### config.mk
export PLATFORM = sky130hd
export DESIGN_NAME = rom_fetch_cache
export DESIGN_NICKNAME = d
export VERILOG_FILES = /design/src/rtl/rom_cache_pkg.sv /design/src/rtl/rom_cache_lines.sv /design/src/rtl/rom_fetch_cache.sv
export SDC_FILE = /design/constraint.sdc
export NUM_CORES = 1
export LEC_CHECK = 0
export CAP_MARGIN = 10
export CELL_PAD_IN_SITES_DETAIL_PLACEMENT = 0
export CELL_PAD_IN_SITES_GLOBAL_PLACEMENT = 1
export CORE_UTILIZATION = 38
export CTS_CLUSTER_DIAMETER = 50
export DETAILED_ROUTE_END_ITERATION = 10
export GPL_TIMING_DRIVEN = 0
export PLACE_DENSITY_LB_ADDON = 0.08
export SLEW_MARGIN = 25
export SYNTH_ARGS = -nofsm -noshare
export SYNTH_HDL_FRONTEND = slang
export SYNTH_SLANG_ARGS = --single-unit
### constraint.sdc
create_clock -name clk -period 4.6 [get_ports clk]
set_input_delay 0.92 -clock clk [delete_from_list [all_inputs] [get_ports clk]]
set_output_delay 0.92 -clock clk [all_outputs]
set_load 0.005 [all_outputs]
### src/rtl/rom_cache_pkg.sv
// Shared definitions for the ROM fetch cache: FSM state encoding and
// index/tag width derivation from the line count.
package rom_cache_pkg;

  localparam int unsigned ADDR_W = 32'd24;
  localparam int unsigned DATA_W = 32'd32;

  typedef enum logic [1:0] {
    ST_IDLE     = 2'd0,
    ST_FILL     = 2'd1,
    ST_PREFETCH = 2'd2
  } state_e;

  function automatic int unsigned clog2(input int unsigned v);
    int unsigned r;
    r = 32'd0;
    for (int unsigned i = 32'd0; i < 32'd32; i++) begin
      if ((64'd1 << i) < {32'd0, v}) begin
        r = i + 32'd1;
      end
    end
    return r;
  endfunction

  function automatic int unsigned idx_w(input int unsigned lines);
    return clog2(lines);
  endfunction

  // Word offset takes two address bits, the index takes the next idx_w bits.
  function automatic int unsigned tag_w(input int unsigned lines);
    return ADDR_W - 32'd2 - clog2(lines);
  endfunction

endpackage

### src/rtl/rom_cache_lines.sv
// Line storage for the ROM fetch cache: valid/tag/data arrays with one write
// port, one combinational read port and a single-cycle invalidate of all lines.
module rom_cache_lines
  import rom_cache_pkg::*;
#(
  parameter int unsigned LINES = 16,
  parameter int unsigned IDX_W = idx_w(LINES),
  parameter int unsigned TAG_W = tag_w(LINES)
) (
  input  logic              clk,
  input  logic              reset,
  input  logic              flush_i,
  input  logic              wr_en_i,
  input  logic [IDX_W-1:0]  wr_idx_i,
  input  logic [TAG_W-1:0]  wr_tag_i,
  input  logic [DATA_W-1:0] wr_data_i,
  input  logic [IDX_W-1:0]  rd_idx_i,
  output logic              rd_valid_o,
  output logic [TAG_W-1:0]  rd_tag_o,
  output logic [DATA_W-1:0] rd_data_o
);

  logic [LINES-1:0]  valid_q;
  logic [TAG_W-1:0]  tag_q  [LINES];
  logic [DATA_W-1:0] data_q [LINES];

  // Flush wins over a coincident write so a fill racing a flush never lands.
  always_ff @(posedge clk or posedge reset) begin
    if (reset) begin
      valid_q <= '0;
    end else if (flush_i) begin
      valid_q <= '0;
    end else if (wr_en_i) begin
      valid_q[wr_idx_i] <= 1'b1;
    end
  end

  always_ff @(posedge clk) begin
    if (wr_en_i && !flush_i) begin
      tag_q[wr_idx_i]  <= wr_tag_i;
      data_q[wr_idx_i] <= wr_data_i;
    end
  end

  assign rd_valid_o = valid_q[rd_idx_i];
  assign rd_tag_o   = tag_q[rd_idx_i];
  assign rd_data_o  = data_q[rd_idx_i];

endmodule

### src/rtl/rom_fetch_cache.sv
// Direct-mapped, one-word-per-line read cache between the CPU memory port and the ROM reader.
// Define ROM_PREFETCH_EN to fetch the next word into the cache after every fill.
module rom_fetch_cache
  import rom_cache_pkg::*;
#(
  parameter int unsigned LINES    = 16,
  parameter logic [23:0] WIN_BASE = 24'h100000,
  parameter int unsigned WIN_SIZE = 8192
) (
  input  logic        clk,
  input  logic        reset,
  input  logic        mem_valid,
  input  logic [23:0] mem_addr,
  output logic        mem_ready,
  output logic [31:0] mem_rdata,
  input  logic        flush,
  output logic        rom_valid,
  output logic [23:0] rom_addr,
  input  logic        rom_ready,
  input  logic [31:0] rom_rdata
);

  localparam int unsigned IDX_W  = idx_w(LINES);
  localparam int unsigned TAG_W  = tag_w(LINES);
  // One extra bit so the window end never wraps at the top of the 24-bit space.
  localparam logic [24:0] WIN_LO = {1'b0, WIN_BASE};
  localparam logic [24:0] WIN_HI = WIN_LO + 25'(WIN_SIZE);

  state_e      state_q, state_d;
  logic        mem_ready_q, mem_ready_d;
  logic [31:0] mem_rdata_q, mem_rdata_d;
  logic        rom_valid_q, rom_valid_d;
  logic [23:0] rom_addr_q, rom_addr_d;

  logic [23:0]      req_word_s;
  logic             req_in_win_s;
  logic [IDX_W-1:0] req_idx_s;
  logic [TAG_W-1:0] req_tag_s;
  logic             hit_s;
  logic             unused_ok_s;

  logic [IDX_W-1:0] rd_idx_s;
  logic             rd_valid_s;
  logic [TAG_W-1:0] rd_tag_s;
  logic [31:0]      rd_data_s;
  logic             wr_en_s;

  assign req_word_s   = {mem_addr[23:2], 2'b00};
  assign req_in_win_s = ({1'b0, req_word_s} >= WIN_LO) && ({1'b0, req_word_s} < WIN_HI);
  assign req_idx_s    = mem_addr[2 +: IDX_W];
  assign req_tag_s    = mem_addr[23 -: TAG_W];
  assign unused_ok_s  = &{1'b0, mem_addr[1:0]};

`ifdef ROM_PREFETCH_EN
  logic [24:0] next_word_s;
  logic        next_in_win_s;
  logic        next_cached_s;

  // While filling, the read port looks at the next word's line to decide on a prefetch.
  assign next_word_s   = {1'b0, rom_addr_q} + 25'd4;
  assign next_in_win_s = next_word_s < WIN_HI;
  assign next_cached_s = rd_valid_s && (rd_tag_s == next_word_s[23 -: TAG_W]);
  assign rd_idx_s      = (state_q == ST_IDLE) ? req_idx_s : next_word_s[2 +: IDX_W];
`else
  assign rd_idx_s = req_idx_s;
`endif

  assign hit_s = rd_valid_s && (rd_tag_s == req_tag_s);

  rom_cache_lines #(
    .LINES (LINES),
    .IDX_W (IDX_W),
    .TAG_W (TAG_W)
  ) u_lines (
    .clk        (clk),
    .reset      (reset),
    .flush_i    (flush),
    .wr_en_i    (wr_en_s),
    .wr_idx_i   (rom_addr_q[2 +: IDX_W]),
    .wr_tag_i   (rom_addr_q[23 -: TAG_W]),
    .wr_data_i  (rom_rdata),
    .rd_idx_i   (rd_idx_s),
    .rd_valid_o (rd_valid_s),
    .rd_tag_o   (rd_tag_s),
    .rd_data_o  (rd_data_s)
  );

  always_comb begin
    state_d     = state_q;
    mem_ready_d = 1'b0;
    mem_rdata_d = mem_rdata_q;
    rom_valid_d = rom_valid_q;
    rom_addr_d  = rom_addr_q;
    wr_en_s     = 1'b0;
    case (state_q)
      ST_IDLE: begin
        // mem_ready_q blocks re-accepting the request still held during its ready cycle.
        if (mem_valid && !mem_ready_q) begin
          if (!req_in_win_s) begin
            mem_ready_d = 1'b1;
            mem_rdata_d = 32'h0000_0000;
          end else if (hit_s) begin
            mem_ready_d = 1'b1;
            mem_rdata_d = rd_data_s;
          end else begin
            rom_valid_d = 1'b1;
            rom_addr_d  = req_word_s;
            state_d     = ST_FILL;
          end
        end
      end
      ST_FILL: begin
        if (rom_ready) begin
          rom_valid_d = 1'b0;
          wr_en_s     = 1'b1;
          mem_rdata_d = rom_rdata;
          mem_ready_d = 1'b1;
          state_d     = ST_IDLE;
`ifdef ROM_PREFETCH_EN
          if (next_in_win_s && !next_cached_s) begin
            state_d = ST_PREFETCH;
          end
`endif
        end
      end
`ifdef ROM_PREFETCH_EN
      ST_PREFETCH: begin
        // First cycle is a bubble so rom_valid visibly drops between the two requests.
        if (!rom_valid_q) begin
          rom_valid_d = 1'b1;
          rom_addr_d  = next_word_s[23:0];
        end else if (rom_ready) begin
          rom_valid_d = 1'b0;
          wr_en_s     = 1'b1;
          state_d     = ST_IDLE;
        end
      end
`endif
      default: begin
        state_d = ST_IDLE;
      end
    endcase
  end

  always_ff @(posedge clk or posedge reset) begin
    if (reset) begin
      state_q     <= ST_IDLE;
      mem_ready_q <= 1'b0;
      mem_rdata_q <= 32'h0000_0000;
      rom_valid_q <= 1'b0;
      rom_addr_q  <= 24'h00_0000;
    end else begin
      state_q     <= state_d;
      mem_ready_q <= mem_ready_d;
      mem_rdata_q <= mem_rdata_d;
      rom_valid_q <= rom_valid_d;
      rom_addr_q  <= rom_addr_d;
    end
  end

  assign mem_ready = mem_ready_q;
  assign mem_rdata = mem_rdata_q;
  assign rom_valid = rom_valid_q;
  assign rom_addr  = rom_addr_q;

endmodule

==> impl_metrics.json <==
{
  "post-place-cells": 3066,
  "mostFrequentLayoutCell": "edfxtp_1",
  "cp_max_fo": 10,
  "pin_count": 119,
  "min_path_cells": 2,
  "synth_compound_area_share_pct": 3.18,
  "clkLatencyLatePin_ns": 0.67,
  "fill_cells": 7563,
  "die_area_sq_mm": 0.0933,
  "yosys_warnings": 0,
  "ys_types": 58,
  "worstSetupStartpoint": "mem_addr[3]",
  "min_path_type": "flip-flop to flip-flop",
  "drt-initial-drc-count": 1689,
  "slew_violations": 0,
  "die_w_um": 306,
  "root_buffer": "clkbuf_16",
  "instances_no_fill": 3273,
  "synth_mux_area_share_pct": 17.1,
  "cap_violations": 0,
  "regArea_sq_mm": 0.0258,
  "numPortBuffers": 109,
  "gp_congestion": 0.761,
  "fin_nets": 2066,
  "fmax_mhz": 219,
  "crit_buf_inv": 6,
  "synth_edf_count": 800,
  "vias": 18348,
  "row_count": 110,
  "areaGrowthSynthToFinish_pct": 23.3,
  "ant_nets": 0,
  "synth_area_sq_mm": 0.0350,
  "synth_top_family_by_area": "multiplexers",
  "route.detailed.drc": 0,
  "post-route-util_pct": 47.6,
  "worst_slew_pin_slew_ns": 1.19,
  "power_mw": 18.1,
  "vias_per_cell": 5.61,
  "grt_pass1_wl_mm": 146,
  "min_period_ns": 4.57,
  "cpMaxStageDelayCell": "a21boi_0",
  "gr-total-overflow": 0,
  "outcome": "finished, final reports clean",
  "min-delay-start": "u_lines.valid_q[1]",
  "synth_area_per_cell_sq_um": 20.4,
  "hpwl_mm": 67.7,
  "fin_skew_ns": 0.0284,
  "htreeDepth": 3,
  "drive_gt1_share_pct": 30.1,
  "hold_viol": 0,
  "synth_seq_cells": 872,
  "core_sq_mm": 0.0907,
  "die_h_um": 306,
  "path_class": "input pin to flip-flop",
  "p_per_area_mw_per_mm2": 419,
  "drtPass1Iterations": 7,
  "setup_viol": 0,
  "grt_pass1_vias": 19138,
  "end_kind": "flip-flop",
  "critPathTopFamily": "buffers and inverters",
  "yosysTopAreaCell": "edfxtp_1",
  "layout_common_cells": "edfxtp_1 (800), mux4_2 (223), clkbuf_16 (111), clkdlybuf4s50_1 (109), dfrtp_1 (72)",
  "rsz0062_at_grt": "no",
  "yosys-top-cells-area": "edfxtp_1 (69%), mux4_2 (14%), dfrtp_1 (5.1%)",
  "n_antenna_cell": 0,
  "rr_endpoint": "mem_rdata[20]",
  "synth_fa_ha_area_share_pct": 0,
  "period_share_pct": 99.2,
  "synthSimpleGateAreaFrac_pct": 3.57,
  "synth_top_area_share_pct": 68.6,
  "cts_made_buffers": 109,
  "rrSetupSlack_ns": 0.89,
  "yosys.area_share.xor_xnor_pct": 0.425,
  "clock_path_buffers": 3,
  "crit_chain": "buf_2 > buf_2 > buf_4 > mux4_2 > inv_1 > a31oi_1 > a21boi_0 > nand4_1 > or4_1 > clkbuf_1 > buf_2 > nor3_2 > nor3_1",
  "cts.clk_slew.worst_paths_ns": 0.06,
  "async_flop_share_pct": 8.26,
  "r2r_start": "u_lines.tag_q[14][4]",
  "antenna_found_initial": 4,
  "crit_top_cell": "buf_2",
  "cts.sinks": 872,
  "critPathMaxStageDelay_ns": 0.53,
  "p_leak_nw": 14.7,
  "start_util_pct": 38.6,
  "cp.required_ns": 5.14,
  "wl_per_cell_um": 31.5,
  "vdd_drop_max_uv": 278,
  "synth_ff_type": "edfxtp_1",
  "grt_usage_pct": 22.4,
  "relSlewSlack_pct": 20.6,
  "min_to": "u_lines.valid_q[1]",
  "multi_input_area_sq_mm": 0.00864,
  "hold_buffers": 0,
  "synthCells": 1712,
  "synth_seq_area_share_pct": 73.8,
  "r2r_cells": 10,
  "grt_max_degree": 58,
  "finalSetupTns_ns": 0,
  "cp.arrival_ns": 5.10,
  "wirelength_mm": 103,
  "critPathLaunchType": "input pin",
  "cts_tree": "done"
}
-- cell usage after synthesis (all sizes together), types with 2 or more instances --
library cell / count
or4: 3
nand3: 3
nor2b: 47
nand2b: 5
and2: 3
nor3: 68
a22oi: 10
mux2: 37
or2: 3
mux2i: 53
inv: 29
a31oi: 4
a22o: 4
a211oi: 37
buf: 61
nor2: 50
nand2: 9
a221oi: 13
dfrtp: 72
a32oi: 2
o21ai: 29
a221o: 2
xnor2: 12
nand4: 7
a21o: 2
xor2: 5
clkbuf: 49
edfxtp: 800
a21oi: 29
a21boi: 2
o22ai: 18
nor4: 5
nand3b: 2
mux4: 223
-- state kept, by name, indices dropped and copies added, names as in the netlist --
signal           flops
rom_addr            22
mem_ready            1
rom_valid            1
mem_rdata           32
u_lines.data_q     512
u_lines.valid_q     16
u_lines.tag_q      288
-- tightest hold or removal path: cells and delay by family (launching register included) --
family,cells,cell delay (ns)
buffers and inverters,1,0.05
flip-flops,1,0.38
AO/OA/AOI/OAI,1,0.07
-- worst max path at each step --
| stage | slack (ns) | cells past startpoint | end |
|---|---|---|---|
| 6_report | 0.03 | 13 | mem_rdata[21] |
| 5_1_grt | 0.01 | 13 | mem_rdata[26] |
| 4_1_cts | 0.01 | 7 | rom_addr[8] |
| 3_5_place_dp | -1.15 | 12 | rom_addr[20] |
| 3_3_place_gp | -4.17 | 5 | u_lines.data_q[10][17] |
| 2_1_floorplan | 0.29 | 4 | u_lines.data_q[3][0] |
-- metal layers --
layer	share of wire [%]	vias up	GRT usage, %
met5	0.026	-	0
met4	2.0	4	5.81
met3	5.2	118	3.65
met2	48	562	36.3
met1	44	9942	31.4
li1	-	7722	-
-- where the power goes --
group | total [mW] | leakage [nW] | internal [mW] | switching (mW)
clock | 8.55 | 1.75 | 5.16 | 3.39
combinational | 0.844 | 4.10 | 0.377 | 0.466
sequential | 8.69 | 8.80 | 8.64 | 0.0532
total | 18.1 | 14.7 | 14.2 | 3.91
-- cell type report --
class                           count  area share, %
Timing Repair Buffer              182           6.71
Clock buffer                      138           6.78
Sequential cell                   872           59.8
Inverter                           29          0.264
Buffer                            109           1.37
Multi-Input combinational cell    702           20.0
Tap cell                         1176           3.41
Clock inverter                     65           1.63
-- through the flow --
stage	hold WS [ns]	setup WS, ns	area, sq um
global placement	0.525	-4.17	37600
floorplan	0.513	0.286	35000
finish	0.547	0.0346	43200
CTS	0.541	0.0119	43200
global route	0.564	0.0147	43200
detailed placement	0.532	-1.15	39500
-- repair_timing --
item / CTS / global route
setup buffers: 3 / 2
setup endpoints to repair: 56 / 27
resized for setup: 9 / 9
pin swaps: 1 / 1
-- cells by family after synthesis --
kind of cell    after synthesis
other cells                   1
flops                       872
compound gates              162
simple gates                208
xor+xnor                     17
buf+inv                     139
mux                         313
Note: power is estimated with default switching activity, not from simulation.
